<file path="src/rtl/mem_bus_arbiter.sv">
// Fetch / load-store arbiter in front of a single-port memory.
// One transaction outstanding, alternating priority on contention, and a wait counter that forces completion.
module mem_bus_arbiter #(
    parameter int XLEN    = 32,
    parameter int TIMEOUT = 255
) (
    input  logic              clk,
    input  logic              rst_n,
    input  logic              if_req,
    input  logic [XLEN-1:0]   if_addr,
    output logic              if_gnt,
    output logic              if_rvalid,
    output logic [XLEN-1:0]   if_rdata,
    input  logic              mem_req,
    input  logic              mem_we,
    input  logic [XLEN/8-1:0] mem_wstrb,
    input  logic [XLEN-1:0]   mem_addr,
    input  logic [XLEN-1:0]   mem_wdata,
    output logic              mem_gnt,
    output logic              mem_rvalid,
    output logic [XLEN-1:0]   mem_rdata,
    output logic              bus_req,
    output logic              bus_we,
    output logic [XLEN/8-1:0] bus_wstrb,
    output logic [XLEN-1:0]   bus_addr,
    output logic [XLEN-1:0]   bus_wdata,
    input  logic              bus_ready,
    input  logic              bus_rvalid,
    input  logic [XLEN-1:0]   bus_rdata,
    output logic              busy,
    output logic              err_timeout,
    output logic              err_spurious
);
    // state | meaning
    // IDLE  | nothing outstanding; arbitrate and grant
    // REQ   | bus_req high, waiting for bus_ready
    // RESP  | request accepted, waiting for bus_rvalid
    localparam int CW = $clog2(TIMEOUT + 1);
    localparam logic [1:0] ST_IDLE = 2'd0;
    localparam logic [1:0] ST_REQ  = 2'd1;
    localparam logic [1:0] ST_RESP = 2'd2;
    localparam logic OWN_IF  = 1'b0;
    localparam logic OWN_MEM = 1'b1;
    localparam logic [CW-1:0] CNT_LAST = CW'(TIMEOUT - 1);

    logic [1:0]        state_q, state_d;
    logic              owner_q, owner_d;
    logic              last_win_q, last_win_d;
    logic [CW-1:0]     cnt_q, cnt_d;
    logic              bus_we_q, bus_we_d;
    logic [XLEN/8-1:0] bus_wstrb_q, bus_wstrb_d;
    logic [XLEN-1:0]   bus_addr_q, bus_addr_d;
    logic [XLEN-1:0]   bus_wdata_q, bus_wdata_d;
    logic              err_timeout_q, err_timeout_d;
    logic              err_spurious_q, err_spurious_d;

    logic              grant;
    logic              win_mem;
    logic              expire;
    logic              done;
    logic [XLEN-1:0]   done_data;

    assign expire = (cnt_q == CNT_LAST);

    always_comb begin
        state_d        = state_q;
        owner_d        = owner_q;
        last_win_d     = last_win_q;
        cnt_d          = (state_q == ST_IDLE) ? '0 : cnt_q + 1'b1;
        bus_we_d       = bus_we_q;
        bus_wstrb_d    = bus_wstrb_q;
        bus_addr_d     = bus_addr_q;
        bus_wdata_d    = bus_wdata_q;
        err_timeout_d  = err_timeout_q;
        err_spurious_d = err_spurious_q | (bus_rvalid && (state_q != ST_RESP));
        grant          = 1'b0;
        win_mem        = 1'b0;
        done           = 1'b0;
        done_data      = '0;
        case (state_q)
            ST_IDLE: begin
                if (if_req || mem_req) begin
                    grant   = 1'b1;
                    // On contention the requester that did not win last time goes first
                    win_mem = mem_req && (!if_req || (last_win_q == OWN_IF));
                    owner_d = win_mem ? OWN_MEM : OWN_IF;
                    if (if_req && mem_req) begin
                        last_win_d = owner_d;
                    end
                    if (win_mem) begin
                        bus_we_d    = mem_we;
                        bus_wstrb_d = mem_wstrb;
                        bus_addr_d  = mem_addr;
                        bus_wdata_d = mem_wdata;
                    end else begin
                        bus_we_d    = 1'b0;
                        bus_wstrb_d = '0;
                        bus_addr_d  = if_addr;
                        bus_wdata_d = '0;
                    end
                    state_d = ST_REQ;
                    cnt_d   = '0;
                end
            end
            ST_REQ: begin
                if (bus_ready) begin
                    state_d = ST_RESP;
                    cnt_d   = '0;
                end else if (expire) begin
                    done          = 1'b1;
                    err_timeout_d = 1'b1;
                    state_d       = ST_IDLE;
                end
            end
            ST_RESP: begin
                if (bus_rvalid) begin
                    done      = 1'b1;
                    done_data = bus_we_q ? '0 : bus_rdata;
                    state_d   = ST_IDLE;
                end else if (expire) begin
                    done          = 1'b1;
                    err_timeout_d = 1'b1;
                    state_d       = ST_IDLE;
                end
            end
            default: begin
                state_d = ST_IDLE;
            end
        endcase
    end

    always_ff @(posedge clk or negedge rst_n) begin
        if (!rst_n) begin
            state_q        <= ST_IDLE;
            owner_q        <= OWN_IF;
            last_win_q     <= OWN_IF;
            cnt_q          <= '0;
            bus_we_q       <= 1'b0;
            bus_wstrb_q    <= '0;
            bus_addr_q     <= '0;
            bus_wdata_q    <= '0;
            err_timeout_q  <= 1'b0;
            err_spurious_q <= 1'b0;
        end else begin
            state_q        <= state_d;
            owner_q        <= owner_d;
            last_win_q     <= last_win_d;
            cnt_q          <= cnt_d;
            bus_we_q       <= bus_we_d;
            bus_wstrb_q    <= bus_wstrb_d;
            bus_addr_q     <= bus_addr_d;
            bus_wdata_q    <= bus_wdata_d;
            err_timeout_q  <= err_timeout_d;
            err_spurious_q <= err_spurious_d;
        end
    end

    // Grants are combinational from the requests, so hold them off while reset is asserted
    assign if_gnt       = rst_n && grant && !win_mem;
    assign mem_gnt      = rst_n && grant && win_mem;
    assign if_rvalid    = done && (owner_q == OWN_IF);
    assign mem_rvalid   = done && (owner_q == OWN_MEM);
    assign if_rdata     = if_rvalid ? done_data : '0;
    assign mem_rdata    = mem_rvalid ? done_data : '0;
    assign bus_req      = (state_q == ST_REQ);
    assign bus_we       = bus_we_q;
    assign bus_wstrb    = bus_wstrb_q;
    assign bus_addr     = bus_addr_q;
    assign bus_wdata    = bus_wdata_q;
    assign busy         = (state_q != ST_IDLE);
    assign err_timeout  = err_timeout_q;
    assign err_spurious = err_spurious_q;

endmodule

</file>
<file path="config.mk">
export PLATFORM = sky130hd
export DESIGN_NAME = mem_bus_arbiter
export DESIGN_NICKNAME = d
export VERILOG_FILES = /design/src/rtl/mem_bus_arbiter.sv
export SDC_FILE = /design/constraint.sdc
export NUM_CORES = 1
export LEC_CHECK = 0
export BUFFER_PORTS_ARGS = -buffer_cell sky130_fd_sc_hd__buf_2
export CELL_PAD_IN_SITES_DETAIL_PLACEMENT = 0
export CELL_PAD_IN_SITES_GLOBAL_PLACEMENT = 2
export CORE_MARGIN = 2
export CORE_UTILIZATION = 20
export DETAILED_ROUTE_END_ITERATION = 8
export PLACE_DENSITY = 0.85
export SYNTH_ARGS = -nofsm -noshare
export SYNTH_HDL_FRONTEND = slang
export SYNTH_SLANG_ARGS = --single-unit
</file>
<file path="constraint.sdc">
create_clock -name clk -period 1.95 [get_ports clk]
set_input_delay 0.4875 -clock clk [delete_from_list [all_inputs] [get_ports clk]]
set_output_delay 0.4875 -clock clk [all_outputs]
set_load 0.02 [all_outputs]
</file>
==> impl_metrics.toml, run 1 <==
[setup_path]
worstSetupEndpointType = "primary output"
worstSetupPathType = "reg -> out"
cp_data_required_time_ps = 1460
start_kind = "flop"
worstPathArrival_ps = 1900
path_max_fanout = 16

[power]
pwr-share-comb_pct = 49.8
switching_share_pct = 41.4
cellLeakagePower_nw = 3.59
peakVddDrop_mv = 0.637
share_seq_of_total_power_pct = 31.7
p_int_mw = 5.31
clkPwrFrac_pct = 18.5
power_density_nw_per_um2 = 1290
p_switching_mw = 3.75

[finish]
final_util_pct = 35.7
drive_gt1_share_pct = 60.4
fillers = 1943
instances_no_fill = 946
areaGrowthSynthToFinish_pct = 74.2
final_nets = 822
num_antenna_cells = 0

[synth]
synth_top_area_share_pct = 51.7
synth.top_cells.by_count = "dfrtp_1, and2_1, nand2_1"
synthAdderAreaFrac_pct = 1.87
synth-seq-area-share_pct = 51.7
yosys.area.top_type = "dfrtp_1"
yosys_warnings = 0
synth_top_family_by_area = "simple AND/OR/NAND/NOR gates"
syn_inst = 374
synth-simple-area-share_pct = 17.5
synth.most_common_cell = "dfrtp_1"
synth_area_um2 = 4020
synth_xor_area_share_pct = 0.872
synth_edf_count = 0
avgSynthCellArea_um2 = 10.7
muxShareOfSynthArea_pct = 7.97
synth_cell_types = 34
synth_compound_area_share_pct = 15.8
syn-num-nets = 519
async_flop_share_pct = 100
ys_seq_elements = 83
synth.top_cells.by_area = "dfrtp_1, and2_1, a22o_1, mux2i_1, o21ai_1"
synth_ff_type = "dfrtp_1"

[sta]
fin_ws_ps = -434
report.final.slew_viol_count = 0
worstMarginPinSlew_ps = 445
finalHoldViolCount = 0
max_freq_mhz = 419
period_needed_ps = 2380
finClkSkew_ps = 7.40
post-route-period-util_pct = 122
worst_slew_margin_rel_pct = 70.3
setup_viol = 66
rsz0062_at_grt = "true"
finalSetupTns_ps = -24920

[clock_network]
cts_root_buf = "clkbuf_16"
cts_inserted_buffers = 9
cts_hold_buf = 0
cts_tree = "yes"
cts_buffer_depth = 2
clk_latency_ps = 340
cts.htree.levels = 3
cts.clk_slew.worst_paths_ps = 60
cts.sinks = 83

[place]
pre_cts_ws_ps = -90.3
hpwlAfterDp_um = 10300
gp_congestion = 0.790
place_inst = 917
port_buffers = 279

[drt]
dr_total_vias = 3979
drc_errors = 0
postRouteAntennaNets = 0
dr.first_iter.drc_count = 138
wirelength_um = 14900
drt_first_pass_iters = 4
viasPerCell = 4.21
wl_per_cell_um = 15.8

[floorplan]
core_um2 = 19600
io_pins = 280
placementRows = 51
start_util_pct = 20.5
dieWidth_um = 146
die_area_um2 = 21200
die_height_um = 146

[status]
status = "finished with violations"
violations = "negative setup slack"

[global_route]
grt_pass1_wl_um = 20600
grt.overflow.total = 0
grt_pass1_vias = 3790
grt_max_degree = 103
antenna_found_initial = 1
grt_use_total_pct = 12.4

[hold_path]
min-delay-path-class = "in -> async"

[job]
drv_cap = 0
[cell type report]
class	count	area [um^2]	share of cell area (%)
well taps	265	332	4.74
flip-flops and latches	83	2080	29.7
repair buffers	317	2250	32.1
clock inverters	5	55.1	0.786
clock buffers	10	229	3.27
inverters	6	22.5	0.322
multi-input cells	260	2040	29.1
[layout by cell type, fill, tap and decap left out, types with 3 or more instances in the layout]
master,count
and2_4,52
a22o_1,37
nand3_1,6
inv_1,4
buf_12,6
buf_2,210
buf_6,64
o21ai_1,28
and2_2,10
clkbuf_16,13
ha_4,3
nand2_1,37
buf_4,32
dfrtp_1,83
a21oi_1,4
o21ai_0,8
ha_1,3
mux2i_1,32
nor2_1,6
or3_1,3
[layer usage]
layer | wire length [um] | vias to the layer above | global-route usage, %
li1 | - | 1911 | -
met1 | 5560 | 1833 | 13.2
met2 | 7730 | 205 | 22.2
met3 | 1200 | 28 | 3.92
met4 | 435 | 2 | 5.93
met5 | 16 | - | 0
[power by group through the flow]
stage               Sequential [mW]  Clock, mW  Combinational (mW)
floorplan                      3.72          0                1.71
global placement               2.87          0                4.13
detailed placement             2.89          0                4.17
CTS                            2.88       1.74                4.18
global route                   2.97       1.82                4.87
finish                         2.87       1.68                4.51
[final timing paths]
| kind | startpoint | to | slack, ps | cells after the start |
|---|---|---|---|---|
| worst min register to register | bus_addr[0] | bus_addr[0] | 470 | 2 |
| min in group clk | mem_wdata[28] | bus_wdata[28] | 360 | 2 |
| worst max register to register | state_q[0] | err_timeout | 380 | 7 |
| max in group asynchronous | rst_n | bus_wdata[3] | 1430 | 2 |
| worst max-delay path | state_q[0] | mem_rdata[27] | -430 | 7 |
| worst min-delay path | rst_n | last_win_q | 170 | 2 |
[cells by family after synthesis]
group | Yosys count
and+or+nand+nor | 127
DFF | 83
adders and majority gates | 6
AOI/OAI and AO/OA | 91
buffers and inverters | 31
muxes | 32
xor gates and xnor gates | 4
[metrics by stage]
step           instance area [um^2]  hold slack, ps  power [mW]
5_1_grt                        7000             171        9.66
4_1_cts                        6300             152        8.80
3_5_place_dp                   5980             469        7.06
6_report                       7000             170        9.06
3_3_place_gp                   5980             457        7.00
2_1_floorplan                  4130             192        5.42
[state kept, by name, indices dropped and copies added (netlist names)]
| name | cells |
|---|---|
| bus_addr | 32 |
| err_timeout | 1 |
| bus_wstrb | 4 |
| owner_q | 1 |
| cnt_q | 8 |
| bus_wdata | 32 |
| last_win_q | 1 |
| state_q | 2 |
| bus_we | 1 |
| err_spurious | 1 |
[worst max-delay path: stages, from the launching register on]
cell and delay [ps]:
dfrtp_1 390, inv_2 110, ha_4 160, nand2_4 60, and4bb_4 370, clkbuf_16 190, and2_2 150, buf_4 130
[timing repair]
item                       4_1_cts  5_1_grt
setup endpoints to repair       69       69
gates resized for setup         14      181
pin swaps                        1       49
setup buffers                    0        9
cloned                           0        5
No activity file was read; power rests on OpenSTA's default activity.
==> run 2: changes to the inputs <==
--- a/config.mk
+++ b/config.mk
@@ -9,9 +9,9 @@
 export CELL_PAD_IN_SITES_DETAIL_PLACEMENT = 0
 export CELL_PAD_IN_SITES_GLOBAL_PLACEMENT = 2
 export CORE_MARGIN = 2
-export CORE_UTILIZATION = 20
+export CORE_UTILIZATION = 23
 export DETAILED_ROUTE_END_ITERATION = 8
-export PLACE_DENSITY = 0.85
+export PLACE_DENSITY = 0.91
 export SYNTH_ARGS = -nofsm -noshare
 export SYNTH_HDL_FRONTEND = slang
 export SYNTH_SLANG_ARGS = --single-unit
==> constraint.sdc (replaced) <==
create_clock -name clk -period 2.2 [get_ports clk]
set_input_delay 0.55 -clock clk [delete_from_list [all_inputs] [get_ports clk]]
set_output_delay 0.55 -clock clk [all_outputs]
set_load 0.02 [all_outputs]
==> run 2 against run 1 <==
Effect of this change:
- the run still ends with negative setup slack left
- highest routed layer is now met4
- clock-buffer cell count unchanged
- largest power group unchanged
- sequential share of layout area grew 1.4 points
- critical path type unchanged
- register-to-register slack gained 260 ps
- first-iteration DRC count is 8.7% lower
==> impl_metrics.toml, run 2 (synthesized netlist as in run 1, its figures left out) <==
[hold_path]
min-delay-path-class = "in -> async"

[status]
violations = "negative setup slack"
status = "finished with violations"

[sta]
post-route-period-util_pct = 112
worstMarginPinSlew_ps = 662
finalHoldViolCount = 0
finClkSkew_ps = 8.19
setup_viol = 65
rsz0062_at_grt = "true"
max_freq_mhz = 407
period_needed_ps = 2460
worst_slew_margin_rel_pct = 55.9
report.final.slew_viol_count = 0
fin_ws_ps = -260

[finish]
layout_common_cells = "buf_2, dfrtp_1, buf_6"
drive_gt1_share_pct = 55.9
final_nets = 809
num_antenna_cells = 0
final_common_cell = "buf_2"
stdcell_area_um2 = 6690
areaGrowthSynthToFinish_pct = 66.6

[clock_network]
cts_tree = "yes"
clk_latency_ps = 330
cts_buffer_depth = 2
cts.sinks = 83
cts.htree.levels = 3
cts_inserted_buffers = 9
cts_root_buf = "clkbuf_16"
cts.clk_slew.worst_paths_ps = 70

[job]
drv_cap = 0

[global_route]
grt_use_total_pct = 14.1
grt_max_degree = 79
antenna_found_initial = 1
grt.overflow.total = 0
grt_pass1_vias = 3808
grtUsageMet2_pct = 25.7
grt_pass1_wl_um = 20100
grt_use_met3_pct = 3.50
use_met1_pct = 15.9
top_usage_layer = "met2"

[power]
peakVddDrop_mv = 0.447
p_int_mw = 4.50
switching_share_pct = 41.9
pwr-share-comb_pct = 48.3
p_switching_mw = 3.25
finalPower_mw = 7.75
cellLeakagePower_nw = 3.47
share_seq_of_total_power_pct = 33.0
clkPwrFrac_pct = 18.7
power_density_nw_per_um2 = 1160

[place]
gp_congestion = 0.780
place_area_um2 = 5780
port_buffers = 279
hpwlAfterDp_um = 9970

[setup_path]
start_kind = "flop"
worstPathArrival_ps = 1910
worstSetupEndpointType = "primary output"
slowest_stage = "dfrtp_1"
cp_data_required_time_ps = 1650
path_cells = "inv_2 > ha_4 > nand2_4 > and4bb_4 > buf_6 > buf_16 > and2_4 > buf_6"
r2r_slack_ps = 640
worstSetupPathType = "reg -> out"
path_max_fanout = 8
cpMostUsedCell = "buf_6"
max_stage_delay_ps = 400

[drt]
dr.first_iter.drc_count = 126
drt_first_pass_iters = 4
postRouteAntennaNets = 0
viasPerCell = 4.39
wl_per_cell_um = 15.3
dr_total_vias = 3921
drc_errors = 0
wirelength_um = 13700

[floorplan]
die_area_um2 = 18500
io_pins = 280
placementRows = 48
core_um2 = 17200
die_height_um = 136
dieWidth_um = 136
start_util_pct = 23.4
## run 2: worst paths after layout
path                               start       endpoint  depth (start not counted)
setup reg to reg              last_win_q   bus_addr[28]                          5
max in group asynchronous          rst_n     state_q[1]                          2
hold / removal                     rst_n   bus_addr[28]                          2
min in group clk           mem_wdata[14]  bus_wdata[14]                          2
hold reg to reg              err_timeout    err_timeout                          1
setup / recovery              state_q[0]  mem_rdata[25]                          8
## run 2: metal layers
layer  wire length (um)  share of wire [%]
met1               5220                 38
met3               1100                8.0
met2               7030                 51
met5                  0                  0
met4                314                2.3
## run 2: worst max-delay path, delay by kind of cell, from the launching register on
family / cells / cell delay, ps
and+or+nand+nor: 3 / 530
buffers and inverters: 4 / 480
DFF: 1 / 400
adders and majority gates: 1 / 170
## run 2: area by class of cell
type                    count  area, um^2
repair buffers            304        2060
flip-flops and latches     83        2080
clock inverters             6        48.8
multi-input cells         260        1960
inverters                   6        22.5
fillers                  1712       10500
well taps                 225         282
clock buffers              10         239
## run 2: per-stage QoR
| stage | setup TNS [ps] | setup slack, ps | hold slack, ps | std cells | utilization (%) |
|---|---|---|---|---|---|
| floorplan | 0 | 37.8 | 254 | 374 | - |
| global placement | 0 | 50.5 | 459 | 871 | 33.7 |
| detailed placement | -3.89 | -3.89 | 456 | 871 | 33.7 |
| CTS | -13790 | -246 | 280 | 895 | 38.9 |
| global route | -17320 | -332 | 314 | 894 | 39.0 |
| finish | -12480 | -260 | 273 | 894 | 39.0 |
## run 2: power by group through the flow
| stage | clock [mW] | combinational, mW | sequential (mW) |
|---|---|---|---|
| global route | 1.58 | 4.07 | 2.64 |
| finish | 1.45 | 3.74 | 2.56 |
| detailed placement | 0 | 3.57 | 2.58 |
| floorplan | 0 | 1.49 | 3.29 |
| global placement | 0 | 3.55 | 2.55 |
| CTS | 1.53 | 3.77 | 2.56 |
## run 2: repair_timing
action	in CTS	in global routing
gates resized for setup	164	13
gates cloned	3	0
hold buffers	0	0
buffers inserted	5	1
pin swaps	26	2
setup endpoints to repair	67	66
==> run 3: changes to the inputs <==
==> config.mk (replaced) <==
export PLATFORM = sky130hd
export DESIGN_NAME = mem_bus_arbiter
export DESIGN_NICKNAME = d
export VERILOG_FILES = /design/src/rtl/mem_bus_arbiter.sv
export SDC_FILE = /design/constraint.sdc
export NUM_CORES = 1
export LEC_CHECK = 0
export CELL_PAD_IN_SITES_DETAIL_PLACEMENT = 0
export CELL_PAD_IN_SITES_GLOBAL_PLACEMENT = 2
export CORE_MARGIN = 2
export CORE_UTILIZATION = 35
export DETAILED_ROUTE_END_ITERATION = 8
export DONT_BUFFER_PORTS = 1
export HOLD_SLACK_MARGIN = 0.1
export PLACE_DENSITY = 0.89
export SYNTH_ARGS = -nofsm -noshare
export SYNTH_HDL_FRONTEND = slang
export SYNTH_SLANG_ARGS = --single-unit
==> run 3 against run 2 <==
Effect of this change:
- the run ends with negative hold slack, negative setup slack left
- clock-buffer cell count up 1
- routed wire length down 15%
- critical path type unchanged
- largest cell class unchanged
- sequential power up 34%
==> impl_metrics.toml, run 3 (synthesized netlist as in run 1, its figures left out) <==
[setup_path]
path_max_fanout = 8
critical_path.startpoint = "state_q[0]"
timing.rr.end = "bus_addr[0]"
r2r_slack_ps = 590
worstSetupEndpointType = "primary output"
worstPathArrival_ps = 1840
rr_worst_depth = 5
worstSetupPathType = "reg -> out"
start_kind = "flop"
path_cells = "inv_2 > ha_4 > nand2_4 > and4bb_4 > buf_12 > and2_4 > buf_6"
cp_data_required_time_ps = 1650
critPathCapture = "mem_rdata[4]"
max_stage_delay_ps = 400
r2r-start = "state_q[1]"
slowest_stage = "and4bb_4"

[place]
place_inst = 511
place_area_um2 = 4260
port_buffers = 0
gp_congestion = 0.892
hpwlAfterDp_um = 8190

[finish]
final_nets = 536
regArea_um2 = 2080
layout_common_cells = "dfrtp_1, and2_4, nand2_1, a22o_1, mux2i_1"
stdcell_area_um2 = 4980
multi_input_area_um2 = 2010
num_antenna_cells = 0
drive_gt1_share_pct = 32.2
final_util_pct = 44.0
instances_no_fill = 538
fillers = 1089
final_common_cell = "dfrtp_1"
areaGrowthSynthToFinish_pct = 24.0

[floorplan]
io_pins = 280
dieWidth_um = 111
die_height_um = 111
die_area_um2 = 12400
core_um2 = 11300
start_util_pct = 35.5
placementRows = 39

[sta]
period_needed_ps = 2390
setup_viol = 65
max_freq_mhz = 418
hold-worst-slack_ps = -89.3
finalHoldViolCount = 83
rsz0062_at_grt = "true"
finClkSkew_ps = 8.47
finalSetupTns_ps = -9670
report.final.slew_viol_count = 0
worstMarginPinSlew_ps = 558
post-route-period-util_pct = 109
worst_slew_margin_rel_pct = 62.8
fin_ws_ps = -190

[global_route]
antenna_found_initial = 0
grt_pass1_vias = 2908
grt_use_total_pct = 17.5
grt_max_degree = 86
grt.overflow.total = 0
grt_pass1_wl_um = 16700

[clock_network]
clk_latency_ps = 340
cts_inserted_buffers = 9
cts_root_buf = "clkbuf_16"
cts.htree.levels = 3
cts.sinks = 83
cts.clk_slew.worst_paths_ps = 60
cts_tree = "yes"
cts_buffer_depth = 2

[drt]
postRouteAntennaNets = 0
dr.first_iter.drc_count = 171
wl_per_cell_um = 21.7
dr_total_vias = 2983
drc_errors = 0
viasPerCell = 5.54
wirelength_um = 11700
drt_first_pass_iters = 4

[power]
pwr-share-comb_pct = 28.8
cellLeakagePower_nw = 2.27
peakVddDrop_mv = 0.636
switching_share_pct = 40.9
power_density_nw_per_um2 = 1450
p_int_mw = 4.28
clkPwrFrac_pct = 23.9
share_seq_of_total_power_pct = 47.3
p_switching_mw = 2.96

[job]
drv_cap = 0

[status]
status = "finished with violations"
violations = "negative hold slack, negative setup slack"

[hold_path]
min-delay-path-class = "in -> async"
[run 3: cell types whose count changed in the layout (fill, tap and decap cells not counted), moves of 5 or more]
| cell | previous run | this run |
|---|---|---|
| and2_4 | 37 | 59 |
| and2_1 | 27 | 0 |
| buf_2 | 213 | 0 |
| buf_4 | 28 | 20 |
| buf_6 | 56 | 4 |
| and2_2 | 0 | 5 |
[run 3: power by group through the flow]
stage	combinational, mW	sequential, mW	clock, mW
after CTS	1.95	3.42	1.77
final	2.09	3.42	1.73
after detailed placement	1.88	3.45	0
after floorplan	1.49	3.29	0
after global routing	2.33	3.50	1.82
after global placement	1.79	3.43	0
[run 3: per-layer routing]
| metal | vias to the layer above | track usage (%) | routed length (um) |
|---|---|---|---|
| met3 | 26 | 7.22 | 1170 |
| met4 | 0 | 9.05 | 497 |
| li1 | 1329 | - | - |
| met2 | 194 | 31.6 | 6100 |
| met5 | - | 0 | 0 |
| met1 | 1434 | 17.2 | 3890 |
[run 3: layout make-up]
type | instances | area share [%]
well taps | 143 | 3.59
multi-input cells | 260 | 40.4
clock buffers | 11 | 4.87
flip-flops and latches | 83 | 41.7
clock inverters | 4 | 1.98
repair buffers | 31 | 7.03
inverters | 6 | 0.452
[run 3: how the worst min path moves through the flow]
stage / end / cells after the start / start / slack, ps
after detailed placement: bus_addr[14] / 0 / rst_n / 260
after global placement: bus_addr[19] / 0 / rst_n / 260
after CTS: bus_addr[9] / 0 / rst_n / -110
after global routing: bus_addr[9] / 0 / rst_n / -110
final: bus_addr[19] / 0 / rst_n / -90
after floorplan: bus_addr[0] / 0 / rst_n / 250
[run 3: critical path: cells and delay by family, from the launching register on]
| kind | cells | cell delay, ps |
|---|---|---|
| buf+inv | 3 | 360 |
| fa+ha+maj | 1 | 160 |
| simple gates | 3 | 600 |
| flops | 1 | 380 |
[run 3: through the flow]
| stage | power [mW] | setup slack, ps |
|---|---|---|
| 2_1_floorplan | 4.78 | 37.8 |
| 3_3_place_gp | 5.23 | 113 |
| 3_5_place_dp | 5.33 | 71.5 |
| 4_1_cts | 7.14 | -224 |
| 5_1_grt | 7.65 | -254 |
| 6_report | 7.25 | -190 |
[run 3: timing repair]
item / 4_1_cts / 5_1_grt
buffers inserted: 2 / 6
pin swaps: 1 / 48
cloned: 1 / 4
setup endpoints to repair: 66 / 66
resized for setup: 85 / 56
hold endpoints to repair: 83 / 83
